<file path="src/rtl/keypad_scanner.sv">
// Matrix keypad scanner: walks a one-hot column drive, debounces press and release
// of the first key found, and hands the decoded code to a valid/ack consumer.
module keypad_scanner #(
  parameter int ROWS      = 4,
  parameter int COLS      = 4,
  parameter int SCAN_DIV  = 1000,
  parameter int DB_CYCLES = 20000,
  parameter int HEX_MAP   = 1,
  localparam int KW = $clog2(ROWS*COLS)
) (
  input  logic            clk,
  input  logic            reset,
  input  logic [ROWS-1:0] rows_in,
  output logic [COLS-1:0] cols_out,
  output logic [KW-1:0]   key_code,
  output logic            key_valid,
  input  logic            key_ack,
  output logic            key_held,
  output logic            overrun
);

  localparam int RW = $clog2(ROWS);
  localparam int CW = $clog2(COLS);
  localparam int SW = $clog2(SCAN_DIV);
  localparam int DW = $clog2(DB_CYCLES + 1);

  localparam logic [3:0] HEX_LUT [16] = '{
    4'h1, 4'h2, 4'h3, 4'hC,
    4'h4, 4'h5, 4'h6, 4'hD,
    4'h7, 4'h8, 4'h9, 4'hE,
    4'hA, 4'h0, 4'hB, 4'hF
  };

  typedef enum logic [1:0] {SCAN, PRESS_DB, HELD, REL_DB} state_t;

  state_t          state_reg;
  logic [ROWS-1:0] sync1_reg;
  logic [ROWS-1:0] rs_reg;
  logic [CW-1:0]   col_reg;
  logic [COLS-1:0] cols_reg;
  logic [RW-1:0]   row_reg;
  logic [SW-1:0]   scan_cnt_reg;
  logic [DW-1:0]   db_cnt_reg;
  logic [KW-1:0]   key_code_reg;
  logic            key_valid_reg;
  logic            key_held_reg;
  logic            overrun_reg;

  logic [RW-1:0]   low_row;
  logic [CW-1:0]   col_next;
  logic [COLS-1:0] col_next_oh;
  logic            row_bit;
  logic [KW-1:0]   lin_code;
  logic [KW-1:0]   decode_code;

  // Lowest-index asserted row wins when several are pressed together.
  always_comb begin
    low_row = '0;
    for (int i = ROWS - 1; i >= 0; i--) begin
      if (rs_reg[i]) low_row = RW'(i);
    end
  end

  assign row_bit  = rs_reg[row_reg];
  assign col_next = (col_reg == CW'(COLS - 1)) ? '0 : col_reg + 1'b1;

  genvar gi;
  generate
    for (gi = 0; gi < COLS; gi++) begin : g_col_oh
      assign col_next_oh[gi] = (col_next == CW'(gi));
    end
  endgenerate

  always_comb begin
    lin_code = KW'(int'(row_reg) * COLS + int'(col_reg));
  end

  generate
    if (HEX_MAP != 0) begin : g_hex
      assign decode_code = KW'(HEX_LUT[lin_code]);
    end else begin : g_lin
      assign decode_code = lin_code;
    end
  endgenerate

  always_ff @(posedge clk) begin
    if (reset) begin
      state_reg     <= SCAN;
      sync1_reg     <= '0;
      rs_reg        <= '0;
      col_reg       <= '0;
      cols_reg      <= COLS'(1);
      row_reg       <= '0;
      scan_cnt_reg  <= '0;
      db_cnt_reg    <= '0;
      key_code_reg  <= '0;
      key_valid_reg <= 1'b0;
      key_held_reg  <= 1'b0;
      overrun_reg   <= 1'b0;
    end else begin
      sync1_reg <= rows_in;
      rs_reg    <= sync1_reg;

      // An emission in the same cycle overrides this clear.
      if (key_valid_reg && key_ack) key_valid_reg <= 1'b0;

      case (state_reg)
        SCAN: begin
          if (rs_reg != '0) begin
            row_reg      <= low_row;
            db_cnt_reg   <= '0;
            scan_cnt_reg <= '0;
            state_reg    <= PRESS_DB;
          end else if (scan_cnt_reg == SW'(SCAN_DIV - 1)) begin
            scan_cnt_reg <= '0;
            col_reg      <= col_next;
            cols_reg     <= col_next_oh;
          end else begin
            scan_cnt_reg <= scan_cnt_reg + 1'b1;
          end
        end
        PRESS_DB: begin
          if (!row_bit) begin
            db_cnt_reg <= '0;
            state_reg  <= SCAN;
          end else if (db_cnt_reg == DW'(DB_CYCLES - 1)) begin
            db_cnt_reg   <= '0;
            state_reg    <= HELD;
            key_held_reg <= 1'b1;
            if (!key_valid_reg || key_ack) begin
              key_code_reg  <= decode_code;
              key_valid_reg <= 1'b1;
            end else begin
              overrun_reg <= 1'b1;
            end
          end else begin
            db_cnt_reg <= db_cnt_reg + 1'b1;
          end
        end
        HELD: begin
          if (!row_bit) begin
            db_cnt_reg <= '0;
            state_reg  <= REL_DB;
          end
        end
        REL_DB: begin
          if (row_bit) begin
            db_cnt_reg <= '0;
            state_reg  <= HELD;
          end else if (db_cnt_reg == DW'(DB_CYCLES - 1)) begin
            db_cnt_reg   <= '0;
            state_reg    <= SCAN;
            key_held_reg <= 1'b0;
            col_reg      <= col_next;
            cols_reg     <= col_next_oh;
            scan_cnt_reg <= '0;
          end else begin
            db_cnt_reg <= db_cnt_reg + 1'b1;
          end
        end
        default: state_reg <= SCAN;
      endcase
    end
  end

  assign cols_out  = cols_reg;
  assign key_code  = key_code_reg;
  assign key_valid = key_valid_reg;
  assign key_held  = key_held_reg;
  assign overrun   = overrun_reg;

endmodule

</file>
<file path="config.mk">
export PLATFORM = sky130hd
export DESIGN_NAME = keypad_scanner
export DESIGN_NICKNAME = d
export VERILOG_FILES = /design/src/rtl/keypad_scanner.sv
export SDC_FILE = /design/constraint.sdc
export NUM_CORES = 1
export LEC_CHECK = 0
export BUFFER_PORTS_ARGS = -buffer_cell sky130_fd_sc_hd__buf_2
export CORE_MARGIN = 2
export CORE_UTILIZATION = 44
export DETAILED_ROUTE_END_ITERATION = 8
export PLACE_DENSITY = 0.61
export SLEW_MARGIN = 25
export SYNTH_ARGS = -nofsm -noshare
export SYNTH_HDL_FRONTEND = slang
export SYNTH_SLANG_ARGS = --single-unit
</file>
<file path="constraint.sdc">
create_clock -name clk -period 2.3 [get_ports clk]
set_input_delay 0.23 -clock clk [delete_from_list [all_inputs] [get_ports clk]]
set_output_delay 0.23 -clock clk [all_outputs]
set_load 0.02 [all_outputs]
</file>
==> results.py, run 1 <==
metrics = {
    "clock_tree": {
        "h-tree-depth": 2,
        "clk_lat_worst_skew_ps": 310,
        "longest_clk_path_bufs": 2,
        "cts_setup_buffers": 0,
        "cts.clk_slew.worst_paths_ps": 90,
        "cts_hold_repair.buffers": 0,
        "clock_tree.root_cell": "clkbuf_8",
        "cts-buffers-inserted": 5,
        "tritoncts": "yes",
        "clock_sink_count": 50,
    },
    "routing": {
        "routed.top_layer": "met4",
        "vias_per_std_cell": 5.61,
        "ant_nets": 0,
        "m1WireLength_um": 2610,
        "num_vias": 2155,
        "drt_drc_violations_left": 0,
        "met3_length_um": 151,
        "route.final.wire_length_um": 5230,
        "detailedRoute.firstPassIterationCount": 4,
        "drt_iter0_markers": 152,
        "route.detailed.wl_per_inst_um": 13.6,
        "met2WireLength_um": 2410,
    },
    "critical_path": {
        "setup.worst_path.start_class": "flop",
        "critical_path.reg2reg.endpoint": "db_cnt_reg[12]$_SDFFE_PP0P_",
        "r2r.worst_path.cells": 5,
        "cp_launch_point": "row_reg[0]$_SDFFE_PP0P_",
        "timing.critical_path.to": "db_cnt_reg[12]$_SDFFE_PP0P_",
        "worstPathCellList": "mux4_2, xor2_2, nand3_2, or4_1, a31oi_1",
        "timing.critical_path.required_ps": 2530,
        "critical_path.max_stage_delay_ps": 620,
        "path_class": "flop to flop",
        "critPathMaxFanout": 10,
        "reg2reg_setup_slack_ps": 170,
        "crit_slowest_cell": "mux4_2",
        "critPathArrivalTime_ps": 2360,
        "critical_path.reg2reg.startpoint": "row_reg[0]$_SDFFE_PP0P_",
        "worstSetupEndpointType": "flop",
    },
    "finish": {
        "footprint_of_the_multi_input_gates_um2": 1460,
        "finish.cell_count_without_fillers": 384,
        "largest_reg_flops": 15,
        "insertedDiodeCount": 0,
        "util_after_layout_pct": 51.1,
        "design_area_um2": 2850,
        "num-fill-cells": 535,
        "area.sequential_um2": 1000,
        "drive_above_1_share_pct": 14.7,
        "syn2layout_area_growth_pct": 10.9,
        "net_count_final": 326,
    },
    "power_and_ir_drop": {
        "power.density_cell_area_nw_per_um2": 632,
        "max-vdd-ir-drop_uv": 397,
        "power.static_leakage_nw": 0.952,
        "post-layout-total-power_mw": 1.80,
    },
    "placed_design": {
        "numPortBuffers": 17,
        "postPlaceCellArea_um2": 2710,
        "dpl.hpwl_um": 3590,
        "finalWeightedCongestion": 0.874,
        "detailedPlace.worstSlack_ps": 115,
        "dp.cells": 376,
    },
    "yosys": {
        "synth_cells": 298,
        "synth.top_cells.by_area": "dfxtp_1 (39%), mux2i_1 (5.1%), nand3_1 (4.5%), nand2_1 (3.9%), ha_1 (3.9%)",
        "number_of_synthesized_flops_with_an_enable_pin": 0,
        "synth_top_area_share_pct": 38.9,
        "ys_seq_elements": 50,
        "synthesis.area_um2": 2570,
        "ys_async_sr_fraction_pct": 0,
        "synthesis.area_per_instance_um2": 8.62,
        "syn_nets": 313,
        "synthFlopType": "dfxtp_1",
        "synth.yosys.seq_area_share_pct": 38.9,
        "post-synth-top-count-cell": "dfxtp_1",
        "synth_cell_type_count": 51,
        "top_cells_by_instance_count_after_synthesis": "dfxtp_1 (50), nand2_1 (27), nor2_1 (26)",
        "yosysWarningCount": 0,
        "synth.largest_area_cell": "dfxtp_1",
    },
    "grt": {
        "grt_pass1_vias": 1881,
        "wire_length_of_the_first_global_routing_pass_um": 8670,
        "grt_usage_pct": 16.9,
        "grt_start_max_net_pins": 29,
        "grt_antenna_before_repair": 0,
        "grt_remaining_overflow": 0,
    },
    "sta": {
        "max_freq_mhz": 469,
        "grt_setup_unrepaired": "false",
        "fin_crit_sh_pct": 92.8,
        "post-route-min-period_ps": 2130,
        "timing.final.max_slew_violations": 0,
        "final-setup-viol-count": 0,
        "fin_worst_skew_ps": 12.4,
        "timing.hold.ws_ps": 133,
        "max_slew.worst_pin.slew_ps": 553,
        "max-slew-margin-rel_pct": 63.2,
        "layout_setup_ws_ps": 166,
        "hold_violations": 0,
        "totalNegativeSetupSlack_ps": 0,
    },
    "floorplan": {
        "ioPinCount": 18,
        "std_cell_rows": 27,
        "floorplan.die_area_um2": 6470,
        "die_y_um": 80.4,
        "floorplan.initialDensity_pct": 46.1,
        "die_width_um": 80.4,
        "floorplan.core_area_um2": 5570,
    },
    "outcome": {
        "status": "complete, no violations",
    },
    "job": {
        "drv_cap": 0,
    },
    "min_path": {
        "kind_of_path_behind_the_tightest_hold_check": "input port to flop",
    },
}
[cells by family after synthesis]
family	after synthesis	synth area share, %
xor+xnor	2	0.974
compound gates	59	14.7
fa+ha+maj	8	3.89
flops	50	38.9
simple gates	139	30.2
buf+inv	24	4.48
mux	16	6.82
[layout make-up]
type / count / share of cell area (%)
timing repair buffer: 24 / 4.83
sequential: 50 / 35.1
inverter: 6 / 0.791
clock inverter: 2 / 2.11
clock buffer: 6 / 2.90
tap: 72 / 3.16
multi-input combinational: 224 / 51.1
[layout by cell type, fill, tap and decap left out, drive strengths merged, types with 4 or more instances in the layout]
cell,Yosys,layout
buf,5,24
a21oi,13,13
and3,5,5
dfxtp,50,50
or3,8,8
nand3b,5,5
o21ai,12,12
nor2b,11,11
ha,8,8
nor2,26,26
inv,6,6
and4,4,4
a211oi,8,8
mux2i,13,13
a31oi,14,14
nor3,5,5
nand4,5,5
nand2,27,27
nand3,24,24
clkbuf,13,6
[routing by layer]
layer | vias to the layer above | GRT usage (%)
met2 | 28 | 26.3
met1 | 1013 | 23.5
met4 | 0 | 5.42
met3 | 6 | 3.37
met5 | - | 0
li1 | 1108 | -
[worst min-delay path by stage]
stage                     slack, ps                    start                 endpoint  depth (start not counted)
after floorplan                 360               rows_in[0]  sync1_reg[0]$_SDFF_PP0_                          1
after global placement          420  sync1_reg[3]$_SDFF_PP0_     rs_reg[3]$_SDFF_PP0_                          1
after detailed placement        430  sync1_reg[2]$_SDFF_PP0_     rs_reg[2]$_SDFF_PP0_                          1
after CTS                       120               rows_in[0]  sync1_reg[0]$_SDFF_PP0_                          2
after global routing            130               rows_in[2]  sync1_reg[2]$_SDFF_PP0_                          2
final                           130               rows_in[0]  sync1_reg[0]$_SDFF_PP0_                          2
[power breakdown]
| part | internal (mW) | total [mW] | switching [mW] |
|---|---|---|---|
| Sequential | 0.882 | 0.901 | 0.0191 |
| Clock | 0.464 | 0.756 | 0.292 |
| Combinational | 0.0538 | 0.143 | 0.0895 |
[critical path, delay by kind of cell, from the launching register on]
family                    cells  cell delay (ps)
DFF                           1              370
and+or+nand+nor               2              730
AOI/OAI and AO/OA             1              160
muxes                         1              620
xor gates and xnor gates      1              190
[what timing repair did]
item	in CTS	in global routing
hold endpoints to repair	0	0
gates resized for setup	0	1
endpoints found under the setup margin	0	13
(Power assumes the default switching activity.)
==> inputs of run 2 (changes only) <==
--- a/config.mk
+++ b/config.mk
@@ -6,9 +6,9 @@
 export NUM_CORES = 1
 export LEC_CHECK = 0
 export BUFFER_PORTS_ARGS = -buffer_cell sky130_fd_sc_hd__buf_2
-export CORE_MARGIN = 2
 export CORE_UTILIZATION = 44
 export DETAILED_ROUTE_END_ITERATION = 8
+export HOLD_SLACK_MARGIN = 0.15
 export PLACE_DENSITY = 0.61
 export SLEW_MARGIN = 25
 export SYNTH_ARGS = -nofsm -noshare
==> constraint.sdc (replaced) <==
create_clock -name clk -period 2.5 [get_ports clk]
set_input_delay 0.25 -clock clk [delete_from_list [all_inputs] [get_ports clk]]
set_output_delay 0.25 -clock clk [all_outputs]
set_load 0.02 [all_outputs]
==> results.py, run 2 (synthesis results as in run 1) <==
metrics = {
    "critical_path": {
        "critPathArrivalTime_ps": 2380,
        "timing.critical_path.required_ps": 2720,
        "setup.worst_path.start_class": "flop",
        "crit_slowest_cell": "or4b_1",
        "critPathMaxFanout": 12,
        "worstPathCellList": "ha_1, and4b_1, nand4_1, o22a_1, or4b_1, a21oi_1",
        "path_class": "flop to flop",
        "worstSetupEndpointType": "flop",
        "critical_path.max_stage_delay_ps": 550,
    },
    "power_and_ir_drop": {
        "power.density_cell_area_nw_per_um2": 577,
        "max-vdd-ir-drop_uv": 388,
        "power.static_leakage_nw": 0.938,
    },
    "routing": {
        "route.final.wire_length_um": 5070,
        "ant_nets": 0,
        "drt_drc_violations_left": 0,
        "num_vias": 2115,
        "vias_per_std_cell": 5.54,
        "drt_iter0_markers": 108,
        "detailedRoute.firstPassIterationCount": 4,
        "route.detailed.wl_per_inst_um": 13.3,
    },
    "sta": {
        "totalNegativeSetupSlack_ps": 0,
        "final-setup-viol-count": 0,
        "grt_setup_unrepaired": "false",
        "hold_violations": 0,
        "max_freq_mhz": 464,
        "max_slew.worst_pin.slew_ps": 903,
        "max-slew-margin-rel_pct": 39.8,
        "post-route-min-period_ps": 2160,
        "fin_worst_skew_ps": 10.5,
        "layout_setup_ws_ps": 344,
        "timing.final.max_slew_violations": 0,
        "timing.hold.ws_ps": 157,
        "fin_crit_sh_pct": 86.2,
    },
    "clock_tree": {
        "clock_sink_count": 50,
        "clock_tree.root_cell": "clkbuf_8",
        "clk_lat_worst_skew_ps": 300,
        "longest_clk_path_bufs": 2,
        "cts_setup_buffers": 0,
        "tritoncts": "yes",
        "h-tree-depth": 2,
        "cts.clk_slew.worst_paths_ps": 100,
        "cts-buffers-inserted": 5,
    },
    "finish": {
        "net_count_final": 324,
        "largest_reg_flops": 15,
        "insertedDiodeCount": 0,
        "drive_above_1_share_pct": 13.2,
        "syn2layout_area_growth_pct": 10.2,
        "layout_commonest_cell": "dfxtp_1",
        "most-common-layout-cells": "dfxtp_1 (50), nand2_1 (27), nor2_1 (26), nand3_1 (23), buf_2 (17)",
    },
    "placed_design": {
        "dpl.hpwl_um": 3440,
        "finalWeightedCongestion": 0.826,
        "numPortBuffers": 17,
        "detailedPlace.worstSlack_ps": 373,
    },
    "grt": {
        "grt_antenna_before_repair": 0,
        "grt_remaining_overflow": 0,
        "wire_length_of_the_first_global_routing_pass_um": 8690,
        "grt_pass1_vias": 1895,
        "grt_start_max_net_pins": 51,
        "grt_usage_pct": 17.7,
    },
    "floorplan": {
        "floorplan.die_area_um2": 6150,
        "std_cell_rows": 27,
        "die_y_um": 78.4,
        "floorplan.core_area_um2": 5570,
        "ioPinCount": 18,
        "floorplan.initialDensity_pct": 46.1,
        "die_width_um": 78.4,
    },
    "outcome": {
        "status": "complete, no violations",
    },
    "job": {
        "drv_cap": 0,
    },
    "min_path": {
        "kind_of_path_behind_the_tightest_hold_check": "input port to flop",
    },
}
run 2: timing repair:
action / in CTS / in global routing
resized for setup: 0 / 0
hold endpoints to repair: 2 / 0
hold buffers: 2 / 0
setup endpoints to repair: 0 / 0
run 2: cell type report:
class | instances | area (um^2)
Timing Repair Buffer | 22 | 128
Tap cell | 72 | 90.1
Multi-Input combinational cell | 224 | 1450
Clock buffer | 5 | 68.8
Inverter | 6 | 22.5
Sequential cell | 50 | 1000
Clock inverter | 3 | 68.8
Fill cell | 545 | 2740
run 2: through the flow:
step | power (mW) | util [%] | instance area [um^2] | std cells
2_1_floorplan | 0.951 | - | 2570 | 298
3_3_place_gp | 0.974 | 48.0 | 2680 | 372
3_5_place_dp | 0.975 | 48.0 | 2680 | 372
4_1_cts | 1.65 | 50.8 | 2830 | 382
5_1_grt | 1.71 | 50.8 | 2830 | 382
6_report | 1.64 | 50.8 | 2830 | 382
run 2: critical path: cells and delay by family, from the launching register on:
family	cells	cell delay [ps]
AND/OR/NAND/NOR	3	940
AO/OA/AOI/OAI	2	480
flip-flops	1	400
adder cells (fa/ha/maj)	1	260
run 2: where the power goes:
| part | internal [mW] | switching [mW] |
|---|---|---|
| logic | 0.0480 | 0.0803 |
| clock network | 0.401 | 0.277 |
| registers | 0.812 | 0.0177 |
| total | 1.26 | 0.375 |
run 2: worst paths after layout:
path	from	endpoint	slack, ps	depth (start not counted)
max	db_cnt_reg[0]$_SDFFE_PP0P_	scan_cnt_reg[2]$_SDFFE_PP0P_	340	6
min	rows_in[2]	sync1_reg[2]$_SDFF_PP0_	160	2
max reg2reg	db_cnt_reg[0]$_SDFFE_PP0P_	scan_cnt_reg[2]$_SDFFE_PP0P_	340	6
min reg2reg	sync1_reg[3]$_SDFF_PP0_	rs_reg[3]$_SDFF_PP0_	440	1
run 2: routing by layer:
metal | up-vias | track usage [%] | share of wire (%)
met5 | - | 0 | 0
met4 | 0 | 6.11 | 0.85
met3 | 5 | 3.49 | 2.9
met2 | 32 | 28.6 | 45
met1 | 972 | 23.6 | 51
li1 | 1106 | - | -
